### src/rtl/muldiv_unit_if.sv
// Issue/write-back interface between the core and the iterative multiply/divide unit.
// Issue side: start/op/operands/rd_in.
// Return side: busy/done/result/rd_sel/reg_write/illegal.
interface muldiv_unit_if #(
  parameter int XLEN = 32
);
  logic            start;
  logic [2:0]      op;
  logic [XLEN-1:0] rs1_data;
  logic [XLEN-1:0] rs2_data;
  logic [4:0]      rd_in;
  logic            busy;
  logic            done;
  logic [XLEN-1:0] result;
  logic [4:0]      rd_sel;
  logic            reg_write;
  logic            illegal;

  // Core / issue side
  modport master (
    output start, op, rs1_data, rs2_data, rd_in,
    input  busy, done, result, rd_sel, reg_write, illegal
  );

  // Execution unit side
  modport slave (
    input  start, op, rs1_data, rs2_data, rd_in,
    output busy, done, result, rd_sel, reg_write, illegal
  );
endinterface

### src/rtl/muldiv_unit.sv
// Iterative RV32M multiply/divide unit: one shift-add / shift-subtract step per cycle.
// Latency: XLEN+1 edges from accept to done for normal ops, 1 edge for special/illegal divides.
// Backpressure: start is taken only in IDLE; a new op can be presented during the done cycle.
// Optional divider: define MULDIV_DIV_EN to build ops 4-7; otherwise they complete as illegal.
module muldiv_unit #(
  parameter int XLEN = 32
) (
  input logic           clk,
  input logic           reset,
  muldiv_unit_if.slave  bus
);

  localparam int CW = $clog2(XLEN);

  typedef enum logic [1:0] {S_IDLE, S_CALC, S_FIN} state_t;

  state_t            state_q, state_d;
  logic [CW-1:0]     cnt_q, cnt_d;
  // Multiply: {partial high, multiplier/low product}. Divide: {remainder, dividend/quotient}.
  logic [2*XLEN-1:0] acc_q, acc_d;
  // Multiplicand magnitude for multiply, divisor magnitude for divide.
  logic [XLEN-1:0]   opnd_q, opnd_d;
  logic [2:0]        op_q, op_d;
  logic [4:0]        rd_q, rd_d;
  logic              neg_q, neg_d;
  logic              ill_q, ill_d;
  logic              done_q, done_d;
  logic [XLEN-1:0]   result_q, result_d;
  logic [4:0]        rd_sel_q, rd_sel_d;
  logic              illegal_q, illegal_d;

  // Operand sign decode straight from funct3 at issue time.
  logic              s1, s2, neg1, neg2;
  logic [XLEN-1:0]   mag1, mag2;

  assign s1   = bus.op[2] ? ~bus.op[0] : (bus.op != 3'd3);
  assign s2   = bus.op[2] ? ~bus.op[0] : ~bus.op[1];
  assign neg1 = s1 & bus.rs1_data[XLEN-1];
  assign neg2 = s2 & bus.rs2_data[XLEN-1];
  assign mag1 = neg1 ? (~bus.rs1_data + 1'b1) : bus.rs1_data;
  assign mag2 = neg2 ? (~bus.rs2_data + 1'b1) : bus.rs2_data;

  // One multiply step: conditionally add multiplicand into the high half, then shift right.
  logic [XLEN:0]     mul_sum;
  logic [2*XLEN-1:0] mul_next;
  logic [2*XLEN-1:0] prod;
  logic [XLEN-1:0]   mul_res;

  assign mul_sum  = {1'b0, acc_q[2*XLEN-1:XLEN]} + (acc_q[0] ? {1'b0, opnd_q} : {(XLEN+1){1'b0}});
  assign mul_next = {mul_sum, acc_q[XLEN-1:1]};
  assign prod     = neg_q ? (~acc_q + 1'b1) : acc_q;
  assign mul_res  = (op_q == 3'd0) ? prod[XLEN-1:0] : prod[2*XLEN-1:XLEN];

`ifdef MULDIV_DIV_EN
  // One restoring divide step: shift in the next dividend bit, subtract if it fits.
  logic              div_zero, div_ovf;
  logic [XLEN:0]     rem_sh, rem_diff;
  logic              q_bit;
  logic [XLEN-1:0]   rem_new;
  logic [2*XLEN-1:0] div_next;
  logic [XLEN-1:0]   div_sel;
  logic [XLEN-1:0]   div_res;

  assign div_zero = (bus.rs2_data == '0);
  assign div_ovf  = ~bus.op[0] && (bus.rs1_data == {1'b1, {(XLEN-1){1'b0}}})
                    && (bus.rs2_data == {XLEN{1'b1}});
  assign rem_sh   = acc_q[2*XLEN-1:XLEN-1];
  assign rem_diff = rem_sh - {1'b0, opnd_q};
  assign q_bit    = ~rem_diff[XLEN];
  assign rem_new  = q_bit ? rem_diff[XLEN-1:0] : rem_sh[XLEN-1:0];
  assign div_next = {rem_new, acc_q[XLEN-2:0], q_bit};
  // REM/REMU take the remainder (high half), DIV/DIVU the quotient (low half).
  assign div_sel  = op_q[1] ? acc_q[2*XLEN-1:XLEN] : acc_q[XLEN-1:0];
  assign div_res  = neg_q ? (~div_sel + 1'b1) : div_sel;
`endif

  // Control state register; reset aborts any op in flight without a done pulse.
  always_ff @(posedge clk) begin
    if (!reset) begin
      state_q <= S_IDLE;
    end else begin
      state_q <= state_d;
    end
  end

  // Datapath and output registers.
  always_ff @(posedge clk) begin
    if (!reset) begin
      cnt_q     <= '0;
      acc_q     <= '0;
      opnd_q    <= '0;
      op_q      <= '0;
      rd_q      <= '0;
      neg_q     <= 1'b0;
      ill_q     <= 1'b0;
      done_q    <= 1'b0;
      result_q  <= '0;
      rd_sel_q  <= '0;
      illegal_q <= 1'b0;
    end else begin
      cnt_q     <= cnt_d;
      acc_q     <= acc_d;
      opnd_q    <= opnd_d;
      op_q      <= op_d;
      rd_q      <= rd_d;
      neg_q     <= neg_d;
      ill_q     <= ill_d;
      done_q    <= done_d;
      result_q  <= result_d;
      rd_sel_q  <= rd_sel_d;
      illegal_q <= illegal_d;
    end
  end

  // Next-state and datapath update: capture in IDLE, iterate in CALC, fix up sign in FIN.
  always_comb begin
    state_d   = state_q;
    cnt_d     = cnt_q;
    acc_d     = acc_q;
    opnd_d    = opnd_q;
    op_d      = op_q;
    rd_d      = rd_q;
    neg_d     = neg_q;
    ill_d     = ill_q;
    done_d    = 1'b0;
    result_d  = result_q;
    rd_sel_d  = rd_sel_q;
    illegal_d = 1'b0;

    case (state_q)
      S_IDLE: begin
        if (bus.start) begin
          op_d  = bus.op;
          rd_d  = bus.rd_in;
          cnt_d = '0;
          ill_d = 1'b0;
          if (!bus.op[2]) begin
            opnd_d  = mag1;
            acc_d   = {{XLEN{1'b0}}, mag2};
            neg_d   = neg1 ^ neg2;
            state_d = S_CALC;
          end else begin
`ifdef MULDIV_DIV_EN
            opnd_d = mag2;
            // Remainder follows the dividend sign; quotient is negative when signs differ.
            neg_d  = bus.op[1] ? neg1 : (neg1 ^ neg2);
            if (div_zero) begin
              // Preload final values so FIN picks them like a normal divide.
              acc_d   = {bus.rs1_data, {XLEN{1'b1}}};
              neg_d   = 1'b0;
              state_d = S_FIN;
            end else if (div_ovf) begin
              acc_d   = {{XLEN{1'b0}}, bus.rs1_data};
              neg_d   = 1'b0;
              state_d = S_FIN;
            end else begin
              acc_d   = {{XLEN{1'b0}}, mag1};
              state_d = S_CALC;
            end
`else
            acc_d   = '0;
            neg_d   = 1'b0;
            ill_d   = 1'b1;
            state_d = S_FIN;
`endif
          end
        end
      end

      S_CALC: begin
`ifdef MULDIV_DIV_EN
        acc_d = op_q[2] ? div_next : mul_next;
`else
        acc_d = mul_next;
`endif
        cnt_d = cnt_q + 1'b1;
        if (cnt_q == CW'(XLEN-1)) begin
          state_d = S_FIN;
        end
      end

      S_FIN: begin
        done_d    = 1'b1;
        rd_sel_d  = rd_q;
        illegal_d = ill_q;
`ifdef MULDIV_DIV_EN
        result_d  = op_q[2] ? div_res : mul_res;
`else
        result_d  = ill_q ? '0 : mul_res;
`endif
        state_d   = S_IDLE;
      end

      default: begin
        state_d = S_IDLE;
      end
    endcase
  end

  assign bus.busy      = (state_q != S_IDLE) || done_q;
  assign bus.done      = done_q;
  assign bus.result    = result_q;
  assign bus.rd_sel    = rd_sel_q;
  assign bus.reg_write = done_q && (rd_sel_q != 5'd0) && !illegal_q;
  assign bus.illegal   = illegal_q;

endmodule

### src/flat_wrapper.sv
// flat-port wrapper written by rule: the top's interface ports become plain ports
module muldiv_unit_flat 
#(
  parameter int XLEN = 32
)
  (clk, reset, bus_start, bus_op, bus_rs1_data, bus_rs2_data, bus_rd_in, bus_busy, bus_done, bus_result, bus_rd_sel, bus_reg_write, bus_illegal);
  muldiv_unit_if #(.XLEN(XLEN)) bus_i ();
  input logic clk;
  input logic reset;
  input wire logic [$bits(bus_i.start)-1:0] bus_start;
  input wire logic [$bits(bus_i.op)-1:0] bus_op;
  input wire logic [$bits(bus_i.rs1_data)-1:0] bus_rs1_data;
  input wire logic [$bits(bus_i.rs2_data)-1:0] bus_rs2_data;
  input wire logic [$bits(bus_i.rd_in)-1:0] bus_rd_in;
  output wire logic [$bits(bus_i.busy)-1:0] bus_busy;
  output wire logic [$bits(bus_i.done)-1:0] bus_done;
  output wire logic [$bits(bus_i.result)-1:0] bus_result;
  output wire logic [$bits(bus_i.rd_sel)-1:0] bus_rd_sel;
  output wire logic [$bits(bus_i.reg_write)-1:0] bus_reg_write;
  output wire logic [$bits(bus_i.illegal)-1:0] bus_illegal;
  assign bus_i.start = bus_start;
  assign bus_i.op = bus_op;
  assign bus_i.rs1_data = bus_rs1_data;
  assign bus_i.rs2_data = bus_rs2_data;
  assign bus_i.rd_in = bus_rd_in;
  assign bus_busy = bus_i.busy;
  assign bus_done = bus_i.done;
  assign bus_result = bus_i.result;
  assign bus_rd_sel = bus_i.rd_sel;
  assign bus_reg_write = bus_i.reg_write;
  assign bus_illegal = bus_i.illegal;
  muldiv_unit #(.XLEN(XLEN)) u_core (.clk(clk), .reset(reset), .bus(bus_i));
endmodule
### config.mk
export PLATFORM = sky130hd
export DESIGN_NAME = muldiv_unit_flat
export DESIGN_NICKNAME = d
export VERILOG_FILES = /design/src/rtl/muldiv_unit_if.sv /design/src/rtl/muldiv_unit.sv /design/src/flat_wrapper.sv
export SDC_FILE = /design/constraint.sdc
export NUM_CORES = 1
export LEC_CHECK = 0
export CAP_MARGIN = 20
export CORE_ASPECT_RATIO = 2
export CORE_MARGIN = 4
export CORE_UTILIZATION = 58
export DETAILED_ROUTE_END_ITERATION = 6
export GPL_TIMING_DRIVEN = 0
export HOLD_SLACK_MARGIN = 0.02
export PLACE_DENSITY = 0.83
export SYNTH_ARGS = -nofsm -noshare
export SYNTH_HDL_FRONTEND = slang
export SYNTH_SLANG_ARGS = --single-unit
### constraint.sdc
create_clock -name clk -period 4.32 [get_ports clk]
set_clock_uncertainty 0.05 [all_clocks]
set_input_delay 1.296 -clock clk [delete_from_list [all_inputs] [get_ports clk]]
set_output_delay 1.296 -clock clk [all_outputs]
set_load 0.005 [all_outputs]
==> impl_results.md <==
- Setup crit start: u_core.acc_q[0]
- CTS Buffer Depth: 2
- Top-count cell post-synth: nand2_1
- Clk Latency, worst-skew pair: approximately 0.44 ns
- Starting Density: 59.4%
- Multi-input gate area: between 6000 and 7000 um2
- Fillers: 1471
- Routed Antenna Nets: 0
- #FFs+latches synth: ~150
- Hold WC Path Type: reg2reg
- Setup TNS: 0 ns
- Post-route clock period utilization: 94.6%
- # DRC: 3
- Post-synth EDFFs: 0
- H-Tree Depth: 4
- Worst-path clk slew: 0.07 ns
- Starting DRT DRC Count: 757
- Hold-fix buffers, CTS: 0
- CP required: 4.65 ns
- Diode count: 0
- Area contributors post-synth: dfxtp_1, nand2_1, xor2_1
- Layout area overhead: 19.8%
- WHS: 0.393 ns
- Setup bufs post-CTS: 0
- Initial antenna violation count: 0
- Cells after Synth: 1336
- Synthesized Nets: 1449
- CP Capture Type: flop
- Top_reg_cell synth: dfxtp_1
- Placed insts: 1661
- Die area: 20200 um2
- Vias/cell: 6.47
- Post-route cell area: 12400 um2
- Max Fclk: 245 MHz
- Number of global-route vias before repair: about 11k
- Pre-CTS setup slack: -0.225 ns
- Area post-placement: ~12000 um2
- R2R setup slack: 0.23 ns
- Minimum clock period after layout: 4.09 ns
- Synth unique cells: 78
- Pwr/cell area: roughly 310 nW/um2
- Number of buffers created by CTS: 17
- RSZ-0062 raised after global routing: no
- Cell Count, Final, Fillers Out: about 1.7k
- Cell taking the most area after synthesis: dfxtp_1
- Max-slew violations: 0
- Slew @ Worst Pin: roughly 0.93 ns
- Avg WL per Cell: roughly 22 um
- Fin. Hold Viols: 0
- Register area: 3020 um2
- DP Wirelength: ~29 mm
- Final WL: 37.2 mm
- IO Pins: around 120
- Worst reg2reg startpoint: u_core.acc_q[0]
- MaxCap Viol Count: 0
- Static leakage: 4.71 nW
- Sequential fraction of the synthesis area: between 20 and 30%
- Power consumption: around 4 mW
- Global route overflow: 0
- TritonCTS clock tree: yes
- Util after Layout: between 70 and 80%
- Slack of the critical path: roughly 0.23 ns
- Die Ht: 197 um
- Die W: 103 um
- RePlAce Congestion: 1.10
- Failing checks: DRC
- Root buf cell: clkbuf_16
- Status: complete, but fails checks
- Final #Nets: 1582
- Hold path start: u_core.opnd_q[28]
- Largest net degree at the start of global routing: 17
- Ys Warns: 0
- CP Launch Type: flop
- Post-synth ARST share: 0%
- # clock sinks: 151
- Crit path kind: reg2reg
- Drt pass-1 iters: 7
- Global-route wire length before repair: around 57 mm
- Core footprint: 17400 um2
- Share of Yosys cell area claimed by the top area cell type: 29.2%
- CP Data Arrival Time: 4.41 ns
- Slew HR: 37.9%
- # setup viols final: 0
- Via count: approximately 11k
- Cell Area, Synth: 10400 um2
- GR Util All Layers: 37.3%
- Maximum VDD drop: roughly 0.00025 V
- Syn avg cell area: 7.76 um2
- FP Rows: 68
- Commonest cells in the synthesized netlist: nand2_1, dfxtp_1, o21ai_0
- IO buf count: 115
- Worst-path fanout max: 10
- Layout cells sized above 1: 3.58%
## area by class of cell
class / count / share of cell area (%)
Multi-Input combinational cell: 1083 / 56.0
Sequential cell: 151 / 24.4
Timing Repair Buffer: 115 / 9.27
Clock buffer: 18 / 3.54
Buffer: 80 / 2.50
Tap cell: 210 / 2.12
Clock inverter: 14 / 1.59
Inverter: 21 / 0.635
## flip-flops by register name, summed over array words and instances (netlist names)
register,cells
u_core.ill_q,1
u_core.op_q,2
u_core.bus.rd_sel,5
u_core.bus.illegal,1
u_core.cnt_q,5
u_core.opnd_q,32
u_core.acc_q,64
u_core.state_q,2
u_core.bus.result,32
u_core.bus.done,1
u_core.rd_q,5
u_core.neg_q,1
## cells by family after synthesis
kind of cell    count (synthesis)  synth area share, %
xor+xnor                      127                 10.7
fa+ha+maj                      38                 4.66
flops                         151                 29.2
compound gates                442                 28.2
mux                             8                0.845
buf+inv                       102                 3.78
simple gates                  468                 22.6
## report_power, final
part / internal (mW) / total, mW / switching, mW
Sequential: 1.46 / 1.55 / 0.0947
Combinational: 0.279 / 0.708 / 0.429
Clock: 0.988 / 1.63 / 0.640
## worst max-delay path: stages, from the launching register on
cell and delay, ns:
dfxtp_1 0.65, clkbuf_2 0.41, and2_1 0.18, ha_1 0.21, inv_1 0.07, fa_1 0.38, nand2b_1 0.20, a21oi_1 0.30
o211ai_1 0.24, and3_1 0.25, nor4_1 0.47, a31oi_1 0.19, or3_1 0.33, nand3_1 0.09
## worst paths after layout
path | end | cells past startpoint
min reg2reg | u_core.opnd_q[28] | 2
min | u_core.opnd_q[28] | 2
max | u_core.acc_q[61] | 13
max reg2reg | u_core.acc_q[61] | 13
## cells in the final DEF (no fill, tap or decap), types with 11 or more instances in the layout
master | synthesis | layout
a21boi_0 | 14 | 14
a21oi_1 | 86 | 86
a22oi_1 | 35 | 35
and2_1 | 41 | 41
clkbuf_1 | 70 | 68
clkbuf_16 | 0 | 17
clkdlybuf4s50_1 | 0 | 115
dfxtp_1 | 151 | 151
ha_1 | 37 | 37
inv_1 | 21 | 21
nand2_1 | 168 | 168
nand2b_1 | 12 | 12
nand3_1 | 20 | 20
nor2_1 | 81 | 81
nor2b_1 | 30 | 30
nor3_1 | 26 | 26
nor4_1 | 11 | 11
o211a_1 | 18 | 18
o21ai_0 | 103 | 103
o21ai_1 | 42 | 42
o221ai_1 | 13 | 13
o31ai_1 | 31 | 31
o41ai_1 | 14 | 14
or3_1 | 21 | 21
or4_1 | 15 | 15
xnor2_1 | 63 | 63
xor2_1 | 64 | 64
## routing by layer
| layer | GRT usage, % | up-vias | part of all wire (%) |
|---|---|---|---|
| met5 | 0 | - | 0 |
| met4 | 31.6 | 0 | 9.8 |
| met3 | 5.48 | 184 | 6.7 |
| met2 | 66.0 | 527 | 51 |
| met1 | 36.4 | 5068 | 32 |
| li1 | - | 5170 | - |
## timing repair
item / in CTS / in global routing
setup endpoints to repair: 1 / 1
cloned: 0 / 0
resized for setup: 1 / 0
(Power assumes the default switching activity.)
